**config.mk**
```make
export PLATFORM = sky130hd
export DESIGN_NAME = instruction_fetch_unit
export DESIGN_NICKNAME = d
export VERILOG_FILES = /design/src/rtl/riscv_pkg.sv /design/src/rtl/if_id_register.sv /design/src/rtl/instruction_fetch_unit.sv
export SDC_FILE = /design/constraint.sdc
export NUM_CORES = 1
export LEC_CHECK = 0
export CORE_MARGIN = 4
export CORE_UTILIZATION = 40
export DETAILED_ROUTE_END_ITERATION = 8
export MAX_ROUTING_LAYER = met4
export PLACE_DENSITY = 0.66
export SETUP_SLACK_MARGIN = 0.02
export SYNTH_ARGS = -nofsm -noshare
export SYNTH_HDL_FRONTEND = slang
export SYNTH_SLANG_ARGS = --single-unit
```
**constraint.sdc**
```tcl
create_clock -name clk -period 6.9 [get_ports clk]
set_input_delay 1.035 -clock clk [delete_from_list [all_inputs] [get_ports clk]]
set_output_delay 1.035 -clock clk [all_outputs]
set_load 0.1 [all_outputs]
```
**src/rtl/riscv_pkg.sv**
```systemverilog
// Shared constants for the RISC-V core pipeline stages.
package riscv_pkg;

  localparam int unsigned XLEN_DEF     = 64;
  localparam int unsigned ILEN_DEF     = 32;
  localparam int unsigned PC_INCREMENT = 4;

  // addi x0, x0, 0 -- canonical bubble placed in IF/ID on reset and flush
  localparam logic [31:0] NOP_INSTR = 32'h0000_0013;

endpackage : riscv_pkg

```
**src/rtl/if_id_register.sv**
```systemverilog
// IF/ID pipeline register with synchronous reset, flush (bubble insert) and hold.
module if_id_register
  import riscv_pkg::*;
#(
  parameter int unsigned XLEN = XLEN_DEF,
  parameter int unsigned ILEN = ILEN_DEF
) (
  input  logic            clk,
  input  logic            reset,
  input  logic            i_flush,
  input  logic            i_hold,
  input  logic [XLEN-1:0] i_pc,
  input  logic [ILEN-1:0] i_instr,
  output logic [XLEN-1:0] o_pc,
  output logic [ILEN-1:0] o_instr,
  output logic            o_valid
);

  localparam logic [ILEN-1:0] NOP_W = ILEN'(NOP_INSTR);

  logic [XLEN-1:0] r_pc;
  logic [ILEN-1:0] r_instr;
  logic            r_valid;

  // Flush outranks hold: a wrong-path word is dropped even while decode stalls.
  always_ff @(posedge clk) begin
    if (reset || i_flush) begin
      r_pc    <= '0;
      r_instr <= NOP_W;
      r_valid <= 1'b0;
    end else if (!i_hold) begin
      r_pc    <= i_pc;
      r_instr <= i_instr;
      r_valid <= 1'b1;
    end
  end

  assign o_pc    = r_pc;
  assign o_instr = r_instr;
  assign o_valid = r_valid;

endmodule : if_id_register

```
**src/rtl/instruction_fetch_unit.sv**
```systemverilog
// Fetch stage: PC register, next-PC selection, IF/ID capture and delivered-instruction count.
module instruction_fetch_unit
  import riscv_pkg::*;
#(
  parameter int unsigned     XLEN     = XLEN_DEF,
  parameter int unsigned     ILEN     = ILEN_DEF,
  parameter logic [XLEN-1:0] RESET_PC = '0
) (
  input  logic            clk,
  input  logic            reset,
  input  logic            stall,
  input  logic            branch_taken,
  input  logic [XLEN-1:0] branch_target,
  output logic [XLEN-1:0] Inst_Address,
  input  logic [ILEN-1:0] Instruction,
  output logic [XLEN-1:0] if_id_pc,
  output logic [ILEN-1:0] if_id_instruction,
  output logic            if_id_valid,
  output logic [XLEN-1:0] fetch_count
);

  logic [XLEN-1:0] r_pc;
  logic [XLEN-1:0] r_fetch_count;
  logic [XLEN-1:0] w_next_pc;
  logic [XLEN-1:0] w_target;
  logic            w_load;

  // Redirect targets are forced word-aligned.
  assign w_target = branch_target & ~XLEN'(2'b11);

  // A fresh, valid word enters IF/ID only when neither redirect nor stall is active.
  assign w_load = !branch_taken && !stall;

  always_comb begin
    w_next_pc = r_pc + XLEN'(PC_INCREMENT);
    if (branch_taken) begin
      w_next_pc = w_target;
    end else if (stall) begin
      w_next_pc = r_pc;
    end
  end

  always_ff @(posedge clk) begin
    if (reset) begin
      r_pc <= RESET_PC;
    end else begin
      r_pc <= w_next_pc;
    end
  end

  always_ff @(posedge clk) begin
    if (reset) begin
      r_fetch_count <= '0;
    end else if (w_load) begin
      r_fetch_count <= r_fetch_count + XLEN'(1);
    end
  end

  if_id_register #(
    .XLEN (XLEN),
    .ILEN (ILEN)
  ) u_if_id (
    .clk     (clk),
    .reset   (reset),
    .i_flush (branch_taken),
    .i_hold  (stall),
    .i_pc    (r_pc),
    .i_instr (Instruction),
    .o_pc    (if_id_pc),
    .o_instr (if_id_instruction),
    .o_valid (if_id_valid)
  );

  assign Inst_Address = r_pc;
  assign fetch_count  = r_fetch_count;

endmodule : instruction_fetch_unit

```
== Word-level counts from Yosys, hierarchy flattened ==
Cells that the tools add are included.

* Output and inout port bits: 225
* Register bits: 225
* Logic and storage cells: 16

* Reductions and logical operators: 5
* $add $sub $neg: 2
* Equality and inequality tests: 1
* Multiplexer cells: 2

{| class="wikitable"
|+ Operators with widths
! operator !! count
|-
| two-way mux 64 bit || 2
|-
| adder 64 x 1 -> 64 bit (second input constant) || 1
|-
| adder 64 x 3 -> 64 bit (second input constant) || 1
|-
| logical NOT 1 bit || 2
|-
| inequality test 2 x 1 -> 1 bit (second input constant) || 1
|-
| OR reduction 2 bit || 1
|-
| logical AND 1 bit || 1
|-
| logical OR 1 bit || 1
|}

== Longest topological paths before layout ==
Gate-level depths: netlist of run 1.

* Word-level depth: 3
* Mapped depth: 7
* Gate-level depth less buffers: 6

== Cells and area by module ==
Synthesis of run 1 repeated with hierarchy kept, for this count alone.

* Cells, all modules: 1187
* Area, all modules: 10468.8 µm²

{| class="wikitable"
|+ By module, submodules not included
! module !! area an instance (µm²) !! cells each !! times used !! sequential area each (µm²)
|-
| instruction_fetch_unit || 6986.7 || 872 || 1 || 2522.4
|-
| if_id_register || 3482.1 || 315 || 1 || 1941.9
|}

== Worst setup path after synthesis of run 1 ==
Ideal clock, no wire load.

* Kind: register to register
* Start: reg r_pc[6] (netlist: Inst_Address[6])
* End: reg r_pc[63] (netlist: Inst_Address[63])
* Cell stages (with the launch flop): 7
* Data required time: 6.809 ns
* Arrival time: 3.055 ns
* Setup time: 0.091 ns
* Clock period less this slack: 3.146 ns
* Path slack: 3.754 ns
* Cell sequence: dfxtp_1 -> nand4_4 -> or4_4 -> buf_6 -> or3_4 -> or4_1 -> a311oi_1

* Cells in the longest elaborated chain, start to end: 3

{| class="wikitable"
|+ Ends and longest elaborated chain
! element !! RTL line !! text
|-
| start, declared || instruction_fetch_unit.sv:22 || <nowiki>logic [XLEN-1:0] r_pc;</nowiki>
|-
| start signal, assigned || instruction_fetch_unit.sv:47 || <nowiki>r_pc <= w_next_pc;</nowiki>
|-
| adder 64 x 3 -> 64 bit || instruction_fetch_unit.sv:35 || <nowiki>w_next_pc = r_pc + XLEN'(PC_INCREMENT);</nowiki>
|-
| two-way mux 64 bit || instruction_fetch_unit.sv:38 || <nowiki>end else if (stall) begin</nowiki>
|-
| two-way mux 64 bit || instruction_fetch_unit.sv:36 || <nowiki>if (branch_taken) begin</nowiki>
|}

Every way passes these cells. The select of a mux whose other input is x is not followed.
A chain may end at the register's enable or synchronous reset.

== Worst setup path after layout of run 1 ==
* Start: reg r_pc[41] (netlist: Inst_Address[41])
* End: out Inst_Address[41]

{| class="wikitable"
|+ RTL lines
! element !! RTL line !! text
|-
| end, declared || instruction_fetch_unit.sv:14 || <nowiki>output logic [XLEN-1:0] Inst_Address,</nowiki>
|}

No word-level cell between the ends.

==> summary.txt, run 1 <==
Run status
  • Status: finished, final reports clean

Global route
  • Vias in the first global route: between 9000 and 10000
  • Largest net degree at the start of global routing: 88
  • Initial antenna violation count: 1
  • First-pass GRT wire length: approximately 54000 um
  • GRT Overall Usage: 0.2382
  • Total gr overflow: 0

Synthesis
  • Cell taking the most area after synthesis: dfxtp_1
  • Number of synthesized register bits: roughly 220
  • Post-synth EDFFs: 0
  • Mapped Area: 10320 um2
  • Synth async-reset ratio: 0
  • Top cells by area, synth: dfxtp_1 (43%), mux2i_1 (9.2%), nor2_1 (6.4%), nand3_1 (3.4%), a21oi_1 (3.1%)
  • Yosys Warn Count: 0
  • Area share of the largest cell type after synthesis: 0.4286
  • Seq/Total Area, Yosys: 0.4286
  • Cells after Synth: between 1000 and 1500
  • Synth Area per Inst: approximately 8.6 um2
  • Prevailing post-synth register cell: dfxtp_1
  • Unique cell type count in the Yosys netlist: 58

Clocking
  • Post-CTS Setup Bufs: 0
  • Resized Gates After CTS: 0
  • CTS sink cnt: roughly 220
  • H-tree Lvls: 1
  • Clock buffer depth: 3
  • CTS tree: done
  • Root buffer cell: clkbuf_16
  • Clk_lat worst skew: about 0.53 ns
  • Worst-path clk slew: approximately 0.060 ns
  • Hold buffers post-CTS: 0
  • Cts bufs inserted: 26

Timing
  • Final setup fails: 0
  • Measured slew at the worst slew-check pin: about 1.1 ns
  • Final min period: roughly 3.4 ns
  • Total Neg Setup Slack: 0 ns
  • F_max: approximately 0.29 GHz
  • Final Cycle Share: 0.4988
  • Fin. Hold Viols: 0
  • Final Max Slew Viols: 0
  • Unrepaired setup endpoints after global routing: false
  • Worst Skew: 0.01237 ns
  • Slew margin rel.: 0.2822

Worst hold path
  • Hold_sp: u_if_id.o_valid$_SDFFE_PP0N_
  • Hold EP: u_if_id.o_valid$_SDFFE_PP0N_
  • Hold crit path type: reg2reg
  • Worst hold path depth: 2

Routing
  • DRC: 0
  • Routed WL: 34080 um
  • 1st-iter DRT viols: roughly 680
  • DR vias: around 10000
  • Antenna-violating nets left: 0
  • Vias/cell: 5.535
  • Drt wl/cell: ~19 um
  • TritonRoute pass-1 iters: 5

Pwr
  • Leak Pwr: 4.973 nW
  • Tot Pwr: about 3.3 mW
  • Pwr dens: approximately 230 nW/um2
  • Peak supply drop: 0.2139 mV

Die
  • Initial Utilization: 0.4087
  • # rows: 58
  • Core area: roughly 25000 um2
  • DIE AREA: around 28000 um2
  • Io pins: ~330
  • Die Ht: roughly 170 um
  • Die width: about 170 um

Critical path
  • CP max-delay cell: clkdlybuf4s50_1
  • RR Startpoint: fetch_count[10]$_SDFFE_PP0P_
  • Reg-to-Reg End: fetch_count[59]$_SDFFE_PP0P_
  • Crit start category: register
  • Arr. time, crit path: ~2.4 ns
  • CP Cell Sequence: clkdlybuf4s50_1
  • Family with the most delay on the worst path: buffers and inverters
  • Crit Path Max Fanout: 9
  • Crit path capture type: output pin
  • Max incr delay on CP: roughly 1.2 ns
  • CP Class: reg2out
  • CP required: 5.86 ns
  • R2r setup slk: 3.82 ns
  • Worst Reg-to-Reg Cells: 5
  • WP buf/inv: 1

Place
  • Placed Area: 13680 um2
  • RD Place Congestion: between 0.8 and 0.9
  • Port bufs: ~320
  • DP Wirelength: roughly 24000 um

Finish
  • Commonest non-fill, non-tap cell in the layout: clkdlybuf4s50_1
  • # fillers: 2298
  • Final Instance Area: between 10000 and 15000 um2
  • Ratio of cells with drive above 1 in the final layout: 0.04385
  • Final Net Count: roughly 1600
  • Final Util: 0.5757
  • Area Growth Syn to Fin: 40.84%
  • Most frequent cells in the layout: clkdlybuf4s50_1 (315), dfxtp_1 (221), nor2_1 (176)

Flow run
  • Max-cap violation count: 0
==> worst max path at each step <==
stage / start / endpoint / slack, ns / cells after the start
after floorplan: Inst_Address[6]$_SDFFE_PP0P_ / Inst_Address[63]$_SDFFE_PP0P_ / 3.75 / 6
after global placement: branch_taken / fetch_count[63]$_SDFFE_PP0P_ / 3.06 / 7
after detailed placement: branch_taken / fetch_count[63]$_SDFFE_PP0P_ / 2.99 / 7
after CTS: Inst_Address[41]$_SDFFE_PP0P_ / Inst_Address[41] / 3.42 / 1
after global routing: branch_taken / fetch_count[61]$_SDFFE_PP0P_ / 3.27 / 7
final: Inst_Address[41]$_SDFFE_PP0P_ / Inst_Address[41] / 3.46 / 1
==> logic make-up (layout without fill, tap and decap cells) <==
| family | Yosys count | after routing | synth area share |
|---|---|---|---|
| other cells | 1 | 5 | 0.0003633 |
| flops | 221 | 221 | 0.4286 |
| simple gates | 552 | 552 | 0.2758 |
| fa+ha+maj | 2 | 2 | 0.002424 |
| xor+xnor | 57 | 57 | 0.04836 |
| compound gates | 178 | 178 | 0.1120 |
| mux | 97 | 97 | 0.09430 |
| buf+inv | 99 | 394 | 0.03818 |
==> stage by stage <==
step / cells / worst slack [ns] / hold WS (ns)
2_1_floorplan: 1210 / 3.754 / 0.8822
3_3_place_gp: 1787 / 3.057 / 0.4372
3_5_place_dp: 1787 / 2.991 / 0.4499
4_1_cts: 1835 / 3.417 / 0.4617
5_1_grt: 1836 / 3.269 / 0.4884
6_report: 1836 / 3.458 / 0.4617
==> routing by layer <==
| layer | vias up | routed length [um] | global-route usage |
|---|---|---|---|
| met2 | 332 | 16150 | 0.3877 |
| met3 | 61 | 2393 | 0.05628 |
| met5 | - | 0 | - |
| met1 | 4818 | 14490 | 0.2952 |
| li1 | 4952 | - | - |
| met4 | 0 | 1051 | 0.07304 |
==> synth_stat cells, types with 24 or more instances <==
cell and n:
dfxtp_1 221, nor2_1 176, mux2i_1 95, nand2_1 82
nand3_1 70, a21oi_1 64, clkbuf_1 61, nand4_1 44
or4_1 38, xnor2_1 36, nor4_1 27, o31ai_1 26
or3_1 26, a211oi_1 25, o21ai_0 24
==> report_power, final <==
group / switching [mW] / internal, mW / leakage [nW]
logic: 0.413 / 0.168 / 2.75
clock network: 0.545 / 0.828 / 0.422
registers: 0.0634 / 1.32 / 1.80
==> worst min-delay path: cells and delay by family (launching register included) <==
family          cells  cell delay [ns]
flops               1             0.32
buf+inv             1             0.05
compound gates      1             0.05
==> final cells by class <==
class                           instances  area [um2]  share of cell area
Clock inverter                          6       57.56            0.003959
Multi-Input combinational cell        890        5523              0.3799
Timing Repair Buffer                  327        3244              0.2232
Antenna cell                            1       2.502           0.0001721
Clock buffer                           42       802.0             0.05517
Sequential cell                       221        4424              0.3043
Tap cell                              330       412.9             0.02840
Inverter                               19       71.32            0.004906
==> flip-flops by register name, indices dropped and copies added (netlist names) <==
name / flops
fetch_count: 64
u_if_id.o_instr: 32
u_if_id.o_valid: 1
u_if_id.o_pc: 62
Inst_Address: 62
No activity file was read; power rests on OpenSTA's default activity.
==> run 2: changes to the inputs <==
clock period = 3.2 ns   (was 6.9 ns; I/O delays follow)
==> run 2 against run 1 <==
Final cell count increased by 1.1%. Non-clock buffer count increased by 23. Critical path type is now reg2reg. Register-to-register slack got worse by 3.3 ns. Largest cell class unchanged.
==> summary.txt, run 2 (synthesis results as in run 1) <==
Routing
  • DR vias: 10220 (was 10160)
  • Vias/cell: 5.505 (was 5.535)
  • Antenna-violating nets left: 0 (unchanged)
  • Routed WL: 34530 um (was 34080 um)
  • TritonRoute pass-1 iters: 5 (unchanged)
  • 1st-iter DRT viols: 693 (was 676)
  • DRC: 0 (unchanged)
  • Drt wl/cell: 18.60 um (was 18.56 um)

Die
  • DIE AREA: 28440 um2 (unchanged)
  • Io pins: 325 (unchanged)
  • Die Ht: 168.6 um (unchanged)
  • # rows: 58 (unchanged)
  • Die width: 168.6 um (unchanged)
  • Core area: 25250 um2 (unchanged)
  • Initial Utilization: 0.4087 (unchanged)

Critical path
  • Crit Path Max Fanout: 6 (was 9)
  • CP required: 3.64 ns (was 5.86 ns)
  • Crit start category: register (unchanged)
  • Arr. time, crit path: 3.14 ns (was 2.41 ns)
  • Crit path capture type: register (was output pin)
  • CP Cell Sequence: nand3_1 > nor4_1 > or4bb_1 > or4_1 > a311oi_1 (was clkdlybuf4s50_1)
  • Max incr delay on CP: 0.70 ns (was 1.23 ns)
  • CP max-delay cell: nor4_1 (was clkdlybuf4s50_1)
  • Family with the most delay on the worst path: simple AND/OR/NAND/NOR gates (was buffers and inverters)
  • WP buf/inv: 0 (was 1)
  • CP Class: reg2reg (was reg2out)

Timing
  • Final min period: approximately 2.7 ns
  • Final Max Slew Viols: 0 (unchanged)
  • Fin. Hold Viols: 0 (unchanged)
  • Worst Skew: 0.01400 ns (was 0.01237 ns)
  • Final Cycle Share: 0.8453
  • Total Neg Setup Slack: 0 ns (unchanged)
  • F_max: around 0.37 GHz
  • Slew margin rel.: 0.2944 (was 0.2822)
  • Measured slew at the worst slew-check pin: 1.058 ns (was 1.073 ns)
  • Final setup fails: 0 (unchanged)
  • Unrepaired setup endpoints after global routing: false (unchanged)

Finish
  • Commonest non-fill, non-tap cell in the layout: dfxtp_1 (was clkdlybuf4s50_1)
  • Area Growth Syn to Fin: 38.16% (was 40.84%)
  • Final Net Count: 1611 (was 1587)
  • Footprint of the multi-input gates: 5523 um2 (unchanged)
  • # fillers: 2367 (was 2298)
  • Largest register FFs: 64 (unchanged)
  • Storage cell area: 4424 um2 (unchanged)
  • Ratio of cells with drive above 1 in the final layout: 0.1672 (was 0.04385)
  • Most frequent cells in the layout: dfxtp_1 (221), buf_4 (206), nor2_1 (176) (was clkdlybuf4s50_1 (315), dfxtp_1 (221), nor2_1 (176))

Clocking
  • CTS tree: done (unchanged)
  • Resized Gates After CTS: 0 (unchanged)
  • CTS sink cnt: 221 (unchanged)
  • Cts bufs inserted: 27 (was 26)
  • Worst-path clk slew: 0.06 ns (about the same)
  • Clk_lat worst skew: 0.53 ns (about the same)
  • Post-CTS Setup Bufs: 0 (unchanged)
  • Root buffer cell: clkbuf_16 (unchanged)
  • Hold buffers post-CTS: 0 (unchanged)
  • Clock buffer depth: 3 (unchanged)
  • H-tree Lvls: 1 (unchanged)

Pwr
  • Peak supply drop: 0.4515 mV (was 0.2139 mV)
  • Tot Pwr: 7.212 mW (was 3.334 mW)
  • Leak Pwr: 5.387 nW (was 4.973 nW)
  • Pwr dens: 505.7 nW/um2 (was 229.3 nW/um2)

Place
  • DP Wirelength: 24720 um (was 24180 um)
  • Port bufs: 318 (unchanged)
  • RD Place Congestion: 0.8392 (was 0.8255)

Global route
  • Largest net degree at the start of global routing: 93 (was 88)
  • Initial antenna violation count: 1 (unchanged)
  • Total gr overflow: 0 (unchanged)
  • First-pass GRT wire length: 54820 um (was 54000 um)
  • GRT Overall Usage: 0.2417 (was 0.2382)
  • Vias in the first global route: 9953 (was 9800)

Worst hold path
  • Hold crit path type: in2reg (was reg2reg)

Run status
  • Status: finished, final reports clean (unchanged)

Flow run
  • Max-cap violation count: 0 (unchanged)
## run 2: final cells by class
type / count / area share
clock buffer: 41 / 0.05247
inverter: 19 / 0.005001
timing repair buffer: 350 / 0.2092
tap: 330 / 0.02895
sequential: 221 / 0.3102
antenna: 1 / 0.0001755
multi-input combinational: 890 / 0.3873
clock inverter: 4 / 0.006668
## run 2: final timing paths
check | startpoint | end | slack (ns) | cells after the start
max reg2reg | Inst_Address[33]$_SDFFE_PP0P_ | Inst_Address[51]$_SDFFE_PP0P_ | 0.50 | 5
min reg2reg | u_if_id.o_valid$_SDFFE_PP0N_ | u_if_id.o_valid$_SDFFE_PP0N_ | 0.47 | 2
min | stall | u_if_id.o_pc[23]$_SDFFE_PP0N_ | 0.33 | 3
max | Inst_Address[33]$_SDFFE_PP0P_ | Inst_Address[51]$_SDFFE_PP0P_ | 0.50 | 5
## run 2: where the power goes
part           internal [mW]  switching, mW  total [mW]  leakage [nW]
registers               2.84          0.125        2.96          1.80
clock network           1.83           1.15        2.99         0.408
logic                  0.351          0.912        1.26          3.18
## run 2: metal layers
| layer | up-vias | part of all wire | GRT usage |
|---|---|---|---|
| met5 | - | 0 | - |
| met4 | 0 | 0.025 | 0.05893 |
| met3 | 52 | 0.067 | 0.05418 |
| met2 | 316 | 0.47 | 0.3891 |
| met1 | 4846 | 0.44 | 0.3113 |
| li1 | 5003 | - | - |
## run 2: per-stage QoR
stage,std cells,utilization,cell area (um2),hold WS [ns],worst slack (ns)
floorplan,1210,-,10330,0.6051,0.05410
global placement,1810,0.5312,13420,0.4419,0.5344
CTS,1855,0.5646,14260,0.3090,0.5258
finish,1856,0.5647,14260,0.3263,0.4950
detailed placement,1810,0.5312,13420,0.4651,0.5317
global route,1856,0.5647,14260,0.3506,0.3076
## run 2: worst min-delay path, stage by stage
cell,delay [ns]
buf_6,0.17
nand2_1,0.08
a21oi_1,0.06
==> run 3: changes to the inputs <==
PLACE_DENSITY = 0.69   (was 0.66)
clock period = 2.3 ns   (was 3.2 ns; I/O delays follow)
==> run 3 against run 2 <==
Critical path depth unchanged. Clock skew decreased by 0.0033 ns. Non-clock buffer count increased by 46.
==> summary.txt, run 3 (synthesis results as in run 1) <==
Timing
  • Final Max Slew Viols: 0 (unchanged)
  • F_max: 0.4479 GHz (was 0.3697 GHz)
  • Fin. Hold Viols: 0 (unchanged)
  • Final Cycle Share: 0.9708 (was 0.8453)
  • Final setup fails: 0 (unchanged)
  • Slew margin rel.: 0.4531 (was 0.2944)
  • Measured slew at the worst slew-check pin: 0.8203 ns (was 1.058 ns)
  • Worst Skew: 0.01071 ns (was 0.01400 ns)
  • Unrepaired setup endpoints after global routing: true (was false)
  • Final min period: 2.233 ns (was 2.705 ns)

Die
  • Io pins: 325 (unchanged)
  • Die Ht: 168.6 um (unchanged)
  • Core area: 25250 um2 (unchanged)
  • # rows: 58 (unchanged)
  • Initial Utilization: 0.4087 (unchanged)
  • DIE AREA: 28440 um2 (unchanged)
  • Die width: 168.6 um (unchanged)

Pwr
  • Leak Pwr: 5.880 nW (was 5.387 nW)
  • Logic pwr share: 0.180 (was 0.175)
  • Pwr dens: 659.3 nW/um2 (was 505.7 nW/um2)
  • Int Pwr: 6.933 mW (was 5.021 mW)
  • Clk pwr share: 0.413 (was 0.414)
  • Sw Ratio: 0.3070 (was 0.3038)
  • Psw: 3.071 mW (was 2.191 mW)
  • Peak supply drop: 0.5344 mV (was 0.4515 mV)
  • Flop pwr share: 0.407 (was 0.411)
  • Tot Pwr: 10.00 mW (was 7.212 mW)

Global route
  • First-pass GRT wire length: 55830 um (was 54820 um)
  • Total gr overflow: 0 (unchanged)
  • Initial antenna violation count: 6 (was 1)
  • Largest net degree at the start of global routing: 71 (was 93)
  • GRT Overall Usage: 0.2445 (was 0.2417)
  • Vias in the first global route: 10050 (was 9953)

Routing
  • TritonRoute pass-1 iters: 5 (unchanged)
  • Routed WL: 35640 um (was 34530 um)
  • 1st-iter DRT viols: 566 (was 693)
  • Drt wl/cell: 18.65 um (was 18.60 um)
  • Vias/cell: 5.517 (was 5.505)
  • DR vias: 10540 (was 10220)
  • Antenna-violating nets left: 0 (unchanged)
  • DRC: 0 (unchanged)

Critical path
  • Crit path capture type: register (unchanged)
  • CP Class: reg2reg (unchanged)
  • CP required: 2.75 ns (was 3.64 ns)
  • Arr. time, crit path: 2.69 ns (was 3.14 ns)
  • CP max-delay cell: or4_4 (was nor4_1)
  • Crit path top cell by count: or4_4
  • Crit Path Max Fanout: 7 (was 6)
  • Max incr delay on CP: 0.61 ns (was 0.70 ns)
  • CP Cell Sequence: nand4_1 > or4_4 > or3_4 > or4_4 > a21oi_2 (was nand3_1 > nor4_1 > or4bb_1 > or4_1 > a311oi_1)
  • Crit start category: register (unchanged)

Place
  • Placed Area: 14110 um2 (was 13420 um2)
  • Port bufs: 318 (unchanged)
  • DP Wirelength: 25970 um (was 24720 um)
  • RD Place Congestion: 0.8758 (was 0.8392)

Flow run
  • Max-cap violation count: 0 (unchanged)

Finish
  • Final Instance Area: 15170 um2 (was 14260 um2)
  • Area Growth Syn to Fin: 47.01% (was 38.16%)
  • Final Util: 0.6009 (was 0.5647)
  • Final Net Count: 1657 (was 1611)
  • Most frequent cells in the layout: buf_4 (297), nor2_1 (176), dfxtp_1 (111) (was dfxtp_1 (221), buf_4 (206), nor2_1 (176))
  • Largest register FFs: 64 (unchanged)
  • Commonest non-fill, non-tap cell in the layout: buf_4 (was dfxtp_1)
  • Ratio of cells with drive above 1 in the final layout: 0.3194 (was 0.1672)

Worst hold path
  • Hold crit path type: in2reg (unchanged)

Clocking
  • Worst-path clk slew: 0.06 ns (about the same)
  • Root buffer cell: clkbuf_16 (unchanged)
  • CTS tree: done (unchanged)
  • Cts bufs inserted: 26 (was 27)
  • Clock buffer depth: 3 (unchanged)
  • H-tree Lvls: 1 (unchanged)
  • Clk_lat worst skew: 0.52 ns (was 0.53 ns)
  • CTS sink cnt: 221 (unchanged)
  • Hold buffers post-CTS: 0 (unchanged)

Run status
  • Status: finished, final reports clean (unchanged)
==> run 3: cell count changes in the layout (fill, tap and decap cells not counted), moves of 5 or more <==
cell and change:
nand3_1 -10, diode_2 +5, buf_4 +91, dfxtp_4 +86, dfxtp_1 -110, nand3_2 +6
clkdlybuf4s50_1 -48, nor4_1 -6, dfxtp_2 +24, or4_1 -6, or4_4 +6
==> run 3: path summary, 6_finish.rpt <==
check             slack, ns                         start                           end  depth (start not counted)
setup / recovery       0.07  fetch_count[33]$_SDFFE_PP0P_  fetch_count[57]$_SDFFE_PP0P_                          5
hold / removal         0.20                         stall  Inst_Address[2]$_SDFFE_PP0P_                          4
setup reg to reg       0.07  fetch_count[33]$_SDFFE_PP0P_  fetch_count[57]$_SDFFE_PP0P_                          5
hold reg to reg        0.46  u_if_id.o_valid$_SDFFE_PP0N_  u_if_id.o_valid$_SDFFE_PP0N_                          2
==> run 3: routing by layer <==
layer	vias up	global-route usage	share of wire
met5	-	-	0
met1	5011	0.3023	0.42
met3	62	0.05325	0.073
li1	5111	-	-
met2	359	0.3969	0.47
met4	0	0.08539	0.031
==> run 3: critical path, delay by kind of cell (launching register included) <==
family	cells	cell delay [ns]
compound gates	1	0.12
simple gates	4	1.68
flops	1	0.36
==> run 3: layout make-up <==
type                            count  area (um2)
Inverter                           19       71.32
Tap cell                          330       412.9
Timing Repair Buffer              396        3247
Multi-Input combinational cell    891        5781
Sequential cell                   221        4777
Antenna cell                        6       15.01
Fill cell                        2295       10080
Clock buffer                       41       810.8
Clock inverter                      7       60.06
==> run 3: what timing repair did <==
item	4_1_cts	5_1_grt
endpoints found under the setup margin	2	35
buffers inserted	0	11
resized for setup	1	16
cloned	0	1
pin swaps	1	13
==> run 3: power by group through the flow <==
stage / combinational, mW / sequential (mW) / clock [mW]
6_report: 1.80 / 4.07 / 4.13
3_3_place_gp: 1.79 / 4.15 / 0
4_1_cts: 1.80 / 4.07 / 4.25
2_1_floorplan: 0.436 / 4.96 / 0
3_5_place_dp: 1.80 / 4.15 / 0
5_1_grt: 1.88 / 4.09 / 4.42
==> run 3: metrics by stage <==
stage | TNS [ns] | hold WS (ns) | worst slack, ns | instances
2_1_floorplan | -0.7285 | 0.4701 | -0.1770 | 1210
4_1_cts | 0 | 0.1716 | 0.02141 | 1893
3_5_place_dp | -0.001968 | 0.4522 | -0.001968 | 1845
3_3_place_gp | 0 | 0.4392 | 0.04162 | 1845
6_report | 0 | 0.2002 | 0.06723 | 1911
5_1_grt | -0.4158 | 0.2204 | -0.06186 | 1911
